`config.mk`:
```
export PLATFORM = sky130hd
export DESIGN_NAME = multi_duck_game_logic
export DESIGN_NICKNAME = d
export VERILOG_FILES = /design/src/rtl/multi_duck_game_logic.sv
export SDC_FILE = /design/constraint.sdc
export NUM_CORES = 1
export LEC_CHECK = 0
export ABC_AREA = 1
export CAP_MARGIN = 5
export CORE_MARGIN = 2
export CORE_UTILIZATION = 58
export CTS_BUF_LIST = sky130_fd_sc_hd__clkbuf_4
export CTS_CLUSTER_SIZE = 30
export DETAILED_ROUTE_END_ITERATION = 10
export HOLD_SLACK_MARGIN = 0.06
export PLACE_DENSITY = 0.83
export SLEW_MARGIN = 5
export SYNTH_ARGS = -nofsm -noshare
export SYNTH_HDL_FRONTEND = slang
export SYNTH_SLANG_ARGS = --single-unit
export TNS_END_PERCENT = 10
```
`constraint.sdc`:
```
create_clock -name clk -period 4.3 [get_ports clk]
set_clock_uncertainty 0.1 [all_clocks]
set_input_delay 0.43 -clock clk [delete_from_list [all_inputs] [get_ports clk]]
set_output_delay 0.43 -clock clk [all_outputs]
set_load 0.01 [all_outputs]
```
`src/rtl/multi_duck_game_logic.sv`:
```
// multi_duck_game_logic
// Shooting-game controller for N_DUCKS simultaneous targets. Tracks the
// magazine, the reserve rounds and the kill score, and sequences the
// IDLE -> COUNTDOWN -> HUNTING <-> RELOAD / DEATH -> GAME_OVER flow.
//
// Ports
//   clk, rst            : clock (posedge) and synchronous active-high reset
//   game_enable         : level; low forces IDLE and reloads all counters
//   mouse_xpos/ypos     : cursor position (12 bit each)
//   left_mouse          : fire button level (edge-detected internally)
//   right_mouse         : reload button level (edge-detected internally)
//   duck_xpos/ypos      : packed top-left corners, duck i at [12i+11:12i]
//   duck_active         : duck i alive and on screen
//   bullets_in_magazine : rounds in the magazine
//   bullets_left        : reserve rounds
//   my_score            : saturating kill count
//   hunt_start          : high in HUNTING and RELOAD
//   show_reload_char    : magazine empty while not IDLE
//   duck_killed         : one-hot victim, held through DEATH
//   dog_bird_enable     : single-cycle pulse while the DEATH timer == DOG_CYC
//   game_over           : high in GAME_OVER
module multi_duck_game_logic #(
    parameter int N_DUCKS       = 2,
    parameter int DUCK_W        = 96,
    parameter int DUCK_H        = 60,
    parameter int MAG_SIZE      = 3,
    parameter int AMMO_TOTAL    = 27,
    parameter int SCORE_W       = 7,
    parameter int COUNTDOWN_CYC = 520_000_000,
    parameter int DEATH_CYC     = 390_000_000,
    parameter int DOG_CYC       = 260_000_000,
    parameter int RELOAD_CYC    = 32_500_000,
    parameter int MAG_W         = $clog2(MAG_SIZE + 1),
    parameter int AMMO_W        = $clog2(AMMO_TOTAL + 1)
) (
    input  logic                   clk,
    input  logic                   rst,
    input  logic                   game_enable,
    input  logic [11:0]            mouse_xpos,
    input  logic [11:0]            mouse_ypos,
    input  logic                   left_mouse,
    input  logic                   right_mouse,
    input  logic [12*N_DUCKS-1:0]  duck_xpos,
    input  logic [12*N_DUCKS-1:0]  duck_ypos,
    input  logic [N_DUCKS-1:0]     duck_active,
    output logic [MAG_W-1:0]       bullets_in_magazine,
    output logic [AMMO_W-1:0]      bullets_left,
    output logic [SCORE_W-1:0]     my_score,
    output logic                   hunt_start,
    output logic                   show_reload_char,
    output logic [N_DUCKS-1:0]     duck_killed,
    output logic                   dog_bird_enable,
    output logic                   game_over
);

    typedef enum logic [2:0] {
        S_IDLE      = 3'd0,
        S_COUNTDOWN = 3'd1,
        S_HUNTING   = 3'd2,
        S_RELOAD    = 3'd3,
        S_DEATH     = 3'd4,
        S_GAME_OVER = 3'd5
    } state_t;

    state_t               state_r, state_n;
    logic [31:0]          timer_r, timer_n;
    logic [MAG_W-1:0]     mag_r, mag_n;
    logic [AMMO_W-1:0]    ammo_r, ammo_n;
    logic [SCORE_W-1:0]   score_r, score_n;
    logic [N_DUCKS-1:0]   killed_r, killed_n;
    logic                 left_prev_r, right_prev_r;
    logic                 hunt_r, reload_char_r, dog_r, over_r;
    logic                 hunt_s, reload_char_s, dog_s, over_s;
    logic                 left_edge_s, right_edge_s;
    logic [N_DUCKS-1:0]   in_box_s, hit_s;
    logic [31:0]          need_s, take_s;

    // Inclusive hitbox test; operands are widened to 13 bits so dx+DUCK_W
    // cannot wrap near the right/bottom screen edge.
    function automatic logic in_box(input logic [11:0] px, input logic [11:0] py,
                                    input logic [11:0] dx, input logic [11:0] dy);
        logic [12:0] px_w, py_w, dx_w, dy_w;
        px_w = {1'b0, px};
        py_w = {1'b0, py};
        dx_w = {1'b0, dx};
        dy_w = {1'b0, dy};
        in_box = (px_w >= dx_w) && (px_w <= (dx_w + 13'(DUCK_W))) &&
                 (py_w >= dy_w) && (py_w <= (dy_w + 13'(DUCK_H)));
    endfunction

    // A held button yields exactly one edge: compare against last cycle's level.
    assign left_edge_s  = left_mouse & ~left_prev_r;
    assign right_edge_s = right_mouse & ~right_prev_r;

    // Rounds moved on reload completion: min(free slots, reserve).
    assign need_s = 32'(MAG_SIZE) - 32'(mag_r);
    assign take_s = (need_s < 32'(ammo_r)) ? need_s : 32'(ammo_r);

    // Per-duck hit test, then isolate the lowest set bit so the lowest index wins.
    always_comb begin
        in_box_s = '0;
        for (int i = 0; i < N_DUCKS; i++) begin
            in_box_s[i] = duck_active[i] &
                          in_box(mouse_xpos, mouse_ypos,
                                 duck_xpos[12*i +: 12], duck_ypos[12*i +: 12]);
        end
        hit_s = in_box_s & (~in_box_s + N_DUCKS'(1));
    end

    // Next-state and next-counter logic.
    always_comb begin
        state_n  = state_r;
        timer_n  = timer_r;
        mag_n    = mag_r;
        ammo_n   = ammo_r;
        score_n  = score_r;
        killed_n = killed_r;
        if (!game_enable) begin
            state_n  = S_IDLE;
            timer_n  = 32'(COUNTDOWN_CYC);
            mag_n    = MAG_W'(MAG_SIZE);
            ammo_n   = AMMO_W'(AMMO_TOTAL);
            score_n  = '0;
            killed_n = '0;
        end else begin
            case (state_r)
                S_IDLE: begin
                    timer_n  = 32'(COUNTDOWN_CYC);
                    mag_n    = MAG_W'(MAG_SIZE);
                    ammo_n   = AMMO_W'(AMMO_TOTAL);
                    score_n  = '0;
                    killed_n = '0;
                    state_n  = S_COUNTDOWN;
                end
                S_COUNTDOWN: begin
                    if (timer_r == 32'd0) begin
                        state_n = S_HUNTING;
                    end else begin
                        timer_n = timer_r - 32'd1;
                    end
                end
                S_HUNTING: begin
                    // A shot takes priority over a reload edge in the same cycle.
                    if (left_edge_s && (mag_r != '0)) begin
                        mag_n = mag_r - MAG_W'(1);
                        if (hit_s != '0) begin
                            if (&score_r) begin
                                score_n = score_r;
                            end else begin
                                score_n = score_r + SCORE_W'(1);
                            end
                            killed_n = hit_s;
                            timer_n  = 32'(DEATH_CYC);
                            state_n  = S_DEATH;
                        end else if ((mag_r == MAG_W'(1)) && (ammo_r == '0)) begin
                            state_n = S_GAME_OVER;
                        end else begin
                            state_n = S_HUNTING;
                        end
                    end else if (right_edge_s && (32'(mag_r) < 32'(MAG_SIZE)) &&
                                 (ammo_r != '0)) begin
                        timer_n = 32'(RELOAD_CYC);
                        state_n = S_RELOAD;
                    end else begin
                        state_n = S_HUNTING;
                    end
                end
                S_RELOAD: begin
                    if (timer_r == 32'd0) begin
                        mag_n   = mag_r + MAG_W'(take_s);
                        ammo_n  = ammo_r - AMMO_W'(take_s);
                        state_n = S_HUNTING;
                    end else begin
                        timer_n = timer_r - 32'd1;
                    end
                end
                S_DEATH: begin
                    if (timer_r == 32'd0) begin
                        killed_n = '0;
                        if ((mag_r == '0) && (ammo_r == '0)) begin
                            state_n = S_GAME_OVER;
                        end else begin
                            state_n = S_HUNTING;
                        end
                    end else begin
                        timer_n = timer_r - 32'd1;
                    end
                end
                S_GAME_OVER: begin
                    state_n = S_GAME_OVER;
                end
                default: begin
                    state_n = S_IDLE;
                end
            endcase
        end
    end

    // Status flags are derived from next-state values so that, once
    // registered, they line up with the state/counter registers.
    assign hunt_s        = (state_n == S_HUNTING) || (state_n == S_RELOAD);
    assign reload_char_s = (mag_n == '0) && (state_n != S_IDLE);
    assign dog_s         = (state_n == S_DEATH) && (timer_n == 32'(DOG_CYC));
    assign over_s        = (state_n == S_GAME_OVER);

    // State, counter, edge-history and output-flag registers.
    always_ff @(posedge clk) begin
        if (rst) begin
            state_r       <= S_IDLE;
            timer_r       <= 32'(COUNTDOWN_CYC);
            mag_r         <= MAG_W'(MAG_SIZE);
            ammo_r        <= AMMO_W'(AMMO_TOTAL);
            score_r       <= '0;
            killed_r      <= '0;
            left_prev_r   <= 1'b0;
            right_prev_r  <= 1'b0;
            hunt_r        <= 1'b0;
            reload_char_r <= 1'b0;
            dog_r         <= 1'b0;
            over_r        <= 1'b0;
        end else begin
            state_r       <= state_n;
            timer_r       <= timer_n;
            mag_r         <= mag_n;
            ammo_r        <= ammo_n;
            score_r       <= score_n;
            killed_r      <= killed_n;
            left_prev_r   <= left_mouse;
            right_prev_r  <= right_mouse;
            hunt_r        <= hunt_s;
            reload_char_r <= reload_char_s;
            dog_r         <= dog_s;
            over_r        <= over_s;
        end
    end

    assign bullets_in_magazine = mag_r;
    assign bullets_left        = ammo_r;
    assign my_score            = score_r;
    assign duck_killed         = killed_r;
    assign hunt_start          = hunt_r;
    assign show_reload_char    = reload_char_r;
    assign dog_bird_enable     = dog_r;
    assign game_over           = over_r;

endmodule
```
==> impl_metrics.prom, run 1 <==
# TYPE chip_impl_metric gauge
chip_impl_metric{name="layout-area-overhead-vs-synth",unit="%"} 18.4
chip_impl_metric{name="cts-root-to-sink-buffers",unit=""} 2
chip_impl_info{name="setup.worst_path.start_class",value="input port"} 1
chip_impl_metric{name="cell_leakage_power",unit="µW"} 0.00413
chip_impl_info{name="synth_top_area_cell",value="sky130_fd_sc_hd__ha_1"} 1
chip_impl_metric{name="report.power.total",unit="µW"} 1500
chip_impl_metric{name="syn_area_per_cell",unit="µm²"} 6.02
chip_impl_metric{name="final_nets",unit=""} 1443
chip_impl_metric{name="drtIter0Drc",unit=""} 578
chip_impl_metric{name="slew_violations",unit=""} 0
chip_impl_metric{name="xor_xnor_portion_of_the_synthesized_cell_area",unit=""} 0.0547
chip_impl_metric{name="design.portCount",unit=""} 99
chip_impl_info{name="hold_path_startpoint",value="duck_killed[1]"} 1
chip_impl_metric{name="post_synthesis_share_of_cell_area_spent_on_and_or_nand_and_nor_gates",unit=""} 0.379
chip_impl_metric{name="reg_clk_slew_reported_paths",unit="ps"} 110
chip_impl_metric{name="antenna_cells_inserted",unit=""} 0
chip_impl_metric{name="timing.final.crit_share",unit=""} 0.898
chip_impl_metric{name="cts.sink_count",unit=""} 57
chip_impl_info{name="most-common-layout-cells",value="sky130_fd_sc_hd__nand2_1 (288), sky130_fd_sc_hd__nor2_1 (177), sky130_fd_sc_hd__inv_1 (162)"} 1
chip_impl_info{name="cts_tree",value="built"} 1
chip_impl_metric{name="drive_gt1_frac",unit=""} 0.0613
chip_impl_info{name="reg2reg_from",value="timer_r[0]"} 1
chip_impl_metric{name="drt-total-wl",unit="µm"} 19200
chip_impl_metric{name="numCtsBuffers",unit=""} 9
chip_impl_metric{name="total_standard_cell_area_after_synthesis",unit="µm²"} 7050
chip_impl_metric{name="floorplan.initialDensity",unit=""} 0.592
chip_impl_metric{name="hold_ws",unit="ps"} 394
chip_impl_info{name="crit_path_top_delay_cell",value="sky130_fd_sc_hd__clkdlybuf4s50_1"} 1
chip_impl_metric{name="critical_path.max_fanout",unit=""} 26
chip_impl_metric{name="sequential_to_total_area_share_from_yosys_stat",unit=""} 0.162
chip_impl_metric{name="switchingPower",unit="µW"} 519
chip_impl_metric{name="fmax",unit="GHz"} 0.259
chip_impl_metric{name="fp.dieArea",unit="µm²"} 13000
chip_impl_metric{name="p_int",unit="µW"} 985
chip_impl_metric{name="wl_per_cell",unit="µm"} 13.5
chip_impl_metric{name="largest_net_degree_at_the_start_of_global_routing",unit=""} 35
chip_impl_metric{name="critical-path-max-stage-delay",unit="ps"} 470
chip_impl_metric{name="synth-compound-area-share",unit=""} 0.125
chip_impl_metric{name="detailroute.via_count",unit=""} 7736
chip_impl_metric{name="ir_worst_vdd",unit="V"} 0.000160
chip_impl_info{name="timing.rr.end",value="dog_bird_enable"} 1
chip_impl_metric{name="postSynthRegisterBits",unit=""} 57
chip_impl_metric{name="share_seq_of_total_power",unit=""} 0.363
chip_impl_metric{name="fin_cells",unit=""} 1419
chip_impl_metric{name="core.rowCount",unit=""} 40
chip_impl_metric{name="relSlewSlack",unit=""} 0.313
chip_impl_metric{name="proportion_of_synthesized_area_in_mux_cells",unit=""} 0
chip_impl_metric{name="synth_cell_type_count",unit=""} 51
chip_impl_metric{name="total_global_routing_overflow",unit=""} 0
chip_impl_metric{name="grt_antenna_before_repair",unit=""} 0
chip_impl_metric{name="synthCells",unit=""} 1170
chip_impl_metric{name="io_buffers",unit=""} 98
chip_impl_metric{name="antenna_violating_nets_post_route",unit=""} 0
chip_impl_metric{name="drt-vias-per-instance",unit=""} 5.45
chip_impl_info{name="layout_commonest_cell",value="sky130_fd_sc_hd__nand2_1"} 1
chip_impl_metric{name="die_w",unit="µm"} 114
chip_impl_metric{name="switching_share",unit=""} 0.345
chip_impl_metric{name="tightestPinTransition",unit="ps"} 1030
chip_impl_info{name="synth_area_leaders",value="sky130_fd_sc_hd__ha_1 (17%), sky130_fd_sc_hd__dfxtp_1 (16%), sky130_fd_sc_hd__nand2_1 (15%)"} 1
chip_impl_metric{name="synth_fa_ha_area_frac",unit=""} 0.171
chip_impl_metric{name="postCtsSetupBuffers",unit=""} 0
chip_impl_metric{name="postSynthNetCount",unit=""} 1345
chip_impl_metric{name="setup_total_negative_slack",unit="ps"} 0
chip_impl_metric{name="r2r_cells",unit=""} 21
chip_impl_metric{name="worst-endpoint-required",unit="ps"} 4580
chip_impl_metric{name="placeableCoreArea",unit="µm²"} 11900
chip_impl_metric{name="layout_min_cycle_time",unit="ps"} 3860
chip_impl_info{name="status",value="finished, final reports clean"} 1
chip_impl_metric{name="finalWeightedCongestion",unit=""} 1.07
chip_impl_metric{name="signal_arrival_time_at_the_worst_endpoint",unit="ps"} 4140
chip_impl_info{name="worstSetupEndpointType",value="flip-flop"} 1
chip_impl_metric{name="clk-insertion-delay-late",unit="ps"} 440
chip_impl_metric{name="die_h",unit="µm"} 114
chip_impl_metric{name="min_delay_path_depth",unit=""} 2
chip_impl_metric{name="first_global_vias",unit=""} 7190
chip_impl_metric{name="hold_violations",unit=""} 0
chip_impl_info{name="criticalPathCategory",value="input port to flip-flop"} 1
chip_impl_metric{name="post_cts_hold_buffer_count",unit=""} 0
chip_impl_metric{name="drc",unit=""} 0
chip_impl_metric{name="synth_top_area_frac",unit=""} 0.169
chip_impl_metric{name="finalSetupViolations",unit=""} 0
chip_impl_info{name="postSynth.topFlopCell",value="sky130_fd_sc_hd__dfxtp_1"} 1
chip_impl_metric{name="hpwlAfterDp",unit="µm"} 15300
chip_impl_metric{name="fin_worst_setup_slack",unit="ps"} 439
chip_impl_metric{name="combinationalPowerShare",unit=""} 0.336
chip_impl_info{name="critical-path-top-cell-by-count",value="sky130_fd_sc_hd__nand2_1"} 1
chip_impl_metric{name="power_density",unit="nW/µm²"} 180
chip_impl_info{name="rsz_0062_raised_after_global_routing",value="false"} 1
chip_impl_metric{name="postCtsResizedCells",unit=""} 0
chip_impl_metric{name="yosys_warnings",unit=""} 0
chip_impl_info{name="holdCritPathClass",value="flip-flop to flip-flop"} 1
chip_impl_metric{name="global_route.usage.total",unit=""} 0.303
chip_impl_metric{name="clock_power_share",unit=""} 0.300
chip_impl_metric{name="synth_enable_flop_cells",unit=""} 0
chip_impl_metric{name="dp_cells",unit=""} 1404
chip_impl_info{name="synth_top_family_by_area",value="simple AND/OR/NAND/NOR gates"} 1
chip_impl_metric{name="post_synthesis_async_set_or_reset_flop_share",unit=""} 0
chip_impl_metric{name="timing.max_cap.violations",unit=""} 0
chip_impl_metric{name="pre_cts_ws",unit="ps"} -10.6
chip_impl_info{name="clk_root_buffer_cell",value="sky130_fd_sc_hd__clkbuf_4"} 1
chip_impl_metric{name="htree_levels",unit=""} 3
chip_impl_metric{name="drt_pre_antenna_iters",unit=""} 8
chip_impl_metric{name="grt_first_pass_wirelength",unit="µm"} 32500
chip_impl_metric{name="setup.reg_to_reg.worst_slack",unit="ps"} 950
chip_impl_info{name="min_to",value="duck_killed[1]"} 1
==> how the worst max path moves through the flow <==
stage,startpoint,end,cells after the start,slack [ps]
global route,duck_ypos[15],dog_bird_enable,28,60
detailed placement,duck_ypos[14],dog_bird_enable,28,-10
floorplan,duck_ypos[14],dog_bird_enable,28,930
global placement,duck_ypos[14],dog_bird_enable,28,70
CTS,duck_ypos[14],dog_bird_enable,28,450
finish,duck_ypos[14],dog_bird_enable,28,440
==> synth_stat cells (11+ instances only) <==
master	instances
sky130_fd_sc_hd__nand4_1	24
sky130_fd_sc_hd__ha_1	95
sky130_fd_sc_hd__inv_1	162
sky130_fd_sc_hd__nor3_1	14
sky130_fd_sc_hd__dfxtp_1	57
sky130_fd_sc_hd__or2_2	11
sky130_fd_sc_hd__xor2_1	39
sky130_fd_sc_hd__o21ai_0	57
sky130_fd_sc_hd__nor2_1	178
sky130_fd_sc_hd__nand3_1	69
sky130_fd_sc_hd__a21oi_1	59
sky130_fd_sc_hd__clkbuf_1	15
sky130_fd_sc_hd__nand2_1	288
==> power groups by stage <==
| stage | clock [µW] | sequential (µW) | combinational (µW) |
|---|---|---|---|
| after CTS | 457 | 546 | 504 |
| after global routing | 479 | 547 | 579 |
| final | 452 | 546 | 506 |
| after detailed placement | 0 | 558 | 500 |
| after floorplan | 0 | 555 | 323 |
| after global placement | 0 | 558 | 489 |
==> logic make-up (layout without fill, tap and decap cells) <==
| family | after synthesis | count (layout) |
|---|---|---|
| and+or+nand+nor | 622 | 622 |
| buffers and inverters | 196 | 298 |
| AOI/OAI and AO/OA | 155 | 155 |
| adders and majority gates | 96 | 96 |
| DFF | 57 | 57 |
| xor gates and xnor gates | 44 | 44 |
==> through the flow <==
step                instance area, µm²  utilization
floorplan                         7050            -
global placement                  8200        0.688
detailed placement                8200        0.688
CTS                               8350        0.701
global route                      8350        0.701
finish                            8350        0.701
==> registers in the layout (all words and copies together) (netlist names) <==
signal / flops
bullets_in_magazine: 2
bullets_left: 5
dog_bird_enable: 1
duck_killed: 2
game_over: 1
hunt_start: 1
left_prev_r: 1
my_score: 7
right_prev_r: 1
show_reload_char: 1
state_r: 3
timer_r: 32
==> worst max-delay path, delay by kind of cell <==
kind,cells,cell delay [ps]
and+or+nand+nor,20,2240
AOI/OAI and AO/OA,2,200
buffers and inverters,3,590
xor gates and xnor gates,1,150
adders and majority gates,2,510
==> final cells by class <==
class                   count  area (µm²)
clock buffers               9        67.6
multi-input cells         917        5150
well taps                 147         184
flip-flops and latches     57        1140
repair buffers            110        1070
fillers                  1090        3560
clock inverters             6        83.8
inverters                 173         649
==> layer usage <==
metal,global-route usage,share of wire,up-vias
met1,0.404,0.45,3427
met3,0.0561,0.080,43
met5,0,0,-
li1,-,-,3963
met2,0.503,0.45,303
met4,0.0854,0.019,0
(Power assumes the default switching activity.)
==> run 2, diff against run 1 <==
- GPL_TIMING_DRIVEN: unset -> 0
- SLEW_MARGIN: 5 -> unset
==> run 2 against run 1 <==
Against the previous run:
- setup slack worse by 130 ps
- sequential power is essentially flat
- combinational power about the same
- sequential share of layout area is essentially flat
- total power shrank 4.0%
- largest power group unchanged
- via count rose by 1.0%
- die area unchanged
- cell area barely moved
- global-route usage grew 2.2 points
==> impl_metrics.prom, run 2 (synthesis gave the netlist of run 1 again) <==
# TYPE chip_impl_metric gauge
chip_impl_metric{name="finish.utilization",unit=""} 0.700
chip_impl_metric{name="io_buffers",unit=""} 97
chip_impl_metric{name="wl_per_cell",unit="µm"} 14.4
chip_impl_metric{name="cell_leakage_power",unit="µW"} 0.00411
chip_impl_metric{name="detailroute.via_count",unit=""} 7814
chip_impl_info{name="crit_path_top_delay_cell",value="sky130_fd_sc_hd__clkdlybuf4s50_1"} 1
chip_impl_metric{name="fin_worst_setup_slack",unit="ps"} 307
chip_impl_metric{name="layout-area-overhead-vs-synth",unit="%"} 18.4
chip_impl_info{name="critical-path-top-cell-by-count",value="sky130_fd_sc_hd__nand2_1"} 1
chip_impl_metric{name="die_w",unit="µm"} 114
chip_impl_metric{name="post_cts_hold_buffer_count",unit=""} 0
chip_impl_info{name="gr_peak_layer",value="met2"} 1
chip_impl_metric{name="drt-vias-per-instance",unit=""} 5.47
chip_impl_info{name="criticalPathCategory",value="input port to flip-flop"} 1
chip_impl_metric{name="placeableCoreArea",unit="µm²"} 11900
chip_impl_metric{name="global_route.usage.total",unit=""} 0.325
chip_impl_info{name="largest_register",value="timer_r"} 1
chip_impl_metric{name="slew_violations",unit=""} 0
chip_impl_info{name="worstSetupEndpointType",value="flip-flop"} 1
chip_impl_metric{name="signal_arrival_time_at_the_worst_endpoint",unit="ps"} 4260
chip_impl_metric{name="fill_cells",unit=""} 1071
chip_impl_metric{name="grt_util_met2",unit=""} 0.527
chip_impl_info{name="cpLargestDelayFamily",value="simple AND/OR/NAND/NOR gates"} 1
chip_impl_info{name="cts_tree",value="built"} 1
chip_impl_info{name="rsz_0062_raised_after_global_routing",value="false"} 1
chip_impl_metric{name="timing.max_cap.violations",unit=""} 0
chip_impl_metric{name="antenna_cells_inserted",unit=""} 0
chip_impl_metric{name="largest_net_degree_at_the_start_of_global_routing",unit=""} 11
chip_impl_metric{name="ir_worst_vdd",unit="V"} 0.000161
chip_impl_metric{name="cts-root-to-sink-buffers",unit=""} 2
chip_impl_metric{name="cts.sink_count",unit=""} 57
chip_impl_metric{name="clk-insertion-delay-late",unit="ps"} 430
chip_impl_info{name="status",value="finished, final reports clean"} 1
chip_impl_metric{name="numCtsBuffers",unit=""} 9
chip_impl_metric{name="design.portCount",unit=""} 99
chip_impl_metric{name="grt_antenna_before_repair",unit=""} 0
chip_impl_metric{name="layout_min_cycle_time",unit="ps"} 3990
chip_impl_metric{name="die_h",unit="µm"} 114
chip_impl_metric{name="timing.final.crit_share",unit=""} 0.928
chip_impl_info{name="most-common-layout-cells",value="sky130_fd_sc_hd__nand2_1 (287), sky130_fd_sc_hd__nor2_1 (176), sky130_fd_sc_hd__inv_1 (162)"} 1
chip_impl_metric{name="antenna_violating_nets_post_route",unit=""} 0
chip_impl_metric{name="total_global_routing_overflow",unit=""} 0
chip_impl_metric{name="number_of_flip_flops_under_the_largest_register_name",unit=""} 32
chip_impl_metric{name="pre_cts_ws",unit="ps"} -172
chip_impl_info{name="clk_root_buffer_cell",value="sky130_fd_sc_hd__clkbuf_4"} 1
chip_impl_metric{name="critical_path.max_fanout",unit=""} 10
chip_impl_metric{name="critical-path-max-stage-delay",unit="ps"} 480
chip_impl_metric{name="first_global_vias",unit=""} 7394
chip_impl_metric{name="drt_pre_antenna_iters",unit=""} 7
chip_impl_metric{name="worst-endpoint-required",unit="ps"} 4570
chip_impl_metric{name="min_delay_path_depth",unit=""} 2
chip_impl_metric{name="fp.dieArea",unit="µm²"} 13000
chip_impl_metric{name="r2r_cells",unit=""} 12
chip_impl_metric{name="finalWeightedCongestion",unit=""} 1.04
chip_impl_metric{name="grt_first_pass_wirelength",unit="µm"} 34100
chip_impl_metric{name="drtIter0Drc",unit=""} 815
chip_impl_info{name="holdCritPathClass",value="input port to flip-flop"} 1
chip_impl_info{name="layout_commonest_cell",value="sky130_fd_sc_hd__nand2_1"} 1
chip_impl_metric{name="hpwlAfterDp",unit="µm"} 16700
chip_impl_metric{name="groute.layer.met3.usage",unit=""} 0.0630
chip_impl_metric{name="drt-total-wl",unit="µm"} 20500
chip_impl_metric{name="fmax",unit="GHz"} 0.250
chip_impl_metric{name="tightestPinTransition",unit="ps"} 756
chip_impl_metric{name="finalSetupViolations",unit=""} 0
chip_impl_metric{name="path_buf_inv",unit=""} 3
chip_impl_metric{name="critical_path_depth",unit=""} 27
chip_impl_metric{name="drive_gt1_frac",unit=""} 0.0585
chip_impl_metric{name="htree_levels",unit=""} 3
chip_impl_metric{name="grt_util_met1",unit=""} 0.426
chip_impl_metric{name="final_nets",unit=""} 1453
chip_impl_metric{name="relSlewSlack",unit=""} 0.494
chip_impl_info{name="setup.worst_path.start_class",value="input port"} 1
chip_impl_metric{name="setup_total_negative_slack",unit="ps"} 0
chip_impl_metric{name="drc",unit=""} 0
chip_impl_metric{name="core.rowCount",unit=""} 40
chip_impl_metric{name="reg_clk_slew_reported_paths",unit="ps"} 100
chip_impl_metric{name="hold_violations",unit=""} 0
chip_impl_metric{name="floorplan.initialDensity",unit=""} 0.592
chip_impl_metric{name="power_density",unit="nW/µm²"} 173
[run 2: worst paths after layout]
| kind | startpoint | slack [ps] | to |
|---|---|---|---|
| worst max-delay path | duck_ypos[14] | 310 | dog_bird_enable |
| worst min-delay path | rst | 250 | timer_r[5] |
| worst max register to register | bullets_in_magazine[0] | 1020 | dog_bird_enable |
| worst min register to register | duck_killed[0] | 390 | duck_killed[0] |
[run 2: final cells by class]
type | count | area (µm²) | area share
Multi-Input combinational cell | 917 | 5160 | 0.619
Sequential cell | 57 | 1140 | 0.137
Timing Repair Buffer | 97 | 971 | 0.116
Inverter | 173 | 649 | 0.0778
Tap cell | 147 | 184 | 0.0220
Buffer | 23 | 109 | 0.0130
Clock buffer | 9 | 67.6 | 0.00810
Clock inverter | 6 | 60.1 | 0.00720
[run 2: routing by layer]
layer  vias up  share of wire
met1      3398           0.43
met2       369           0.44
li1       3981              -
met3        66          0.092
met4         0          0.037
met5         -              0
[run 2: repair_timing]
action,in CTS,in global routing
setup endpoints to repair,0,1
buffers inserted,0,0
gates resized for setup,0,4
endpoints found under the hold margin,0,0
[run 2: report_power, final]
group	switching, µW	total, µW	leakage (µW)	internal (µW)
clock	217	388	0.0000692	171
combinational	292	509	0.00358	217
sequential	10.8	546	0.000462	535
total	520	1440	0.00411	923
[run 2: stage by stage]
| step | power [µW] | hold slack, ps | cell area [µm²] | cells |
|---|---|---|---|---|
| 2_1_floorplan | 878 | 378 | 7050 | 1170 |
| 4_1_cts | 1440 | 249 | 8330 | 1429 |
| 6_report | 1440 | 247 | 8340 | 1429 |
| 3_5_place_dp | 1060 | 363 | 8200 | 1414 |
| 3_3_place_gp | 1050 | 373 | 8200 | 1414 |
| 5_1_grt | 1540 | 258 | 8340 | 1429 |
==> run 3, diff against run 2 <==
- SLEW_MARGIN: unset -> 30
==> results of run 3 <==
The final DEF is identical to that of run 2; final timing and power are the same.
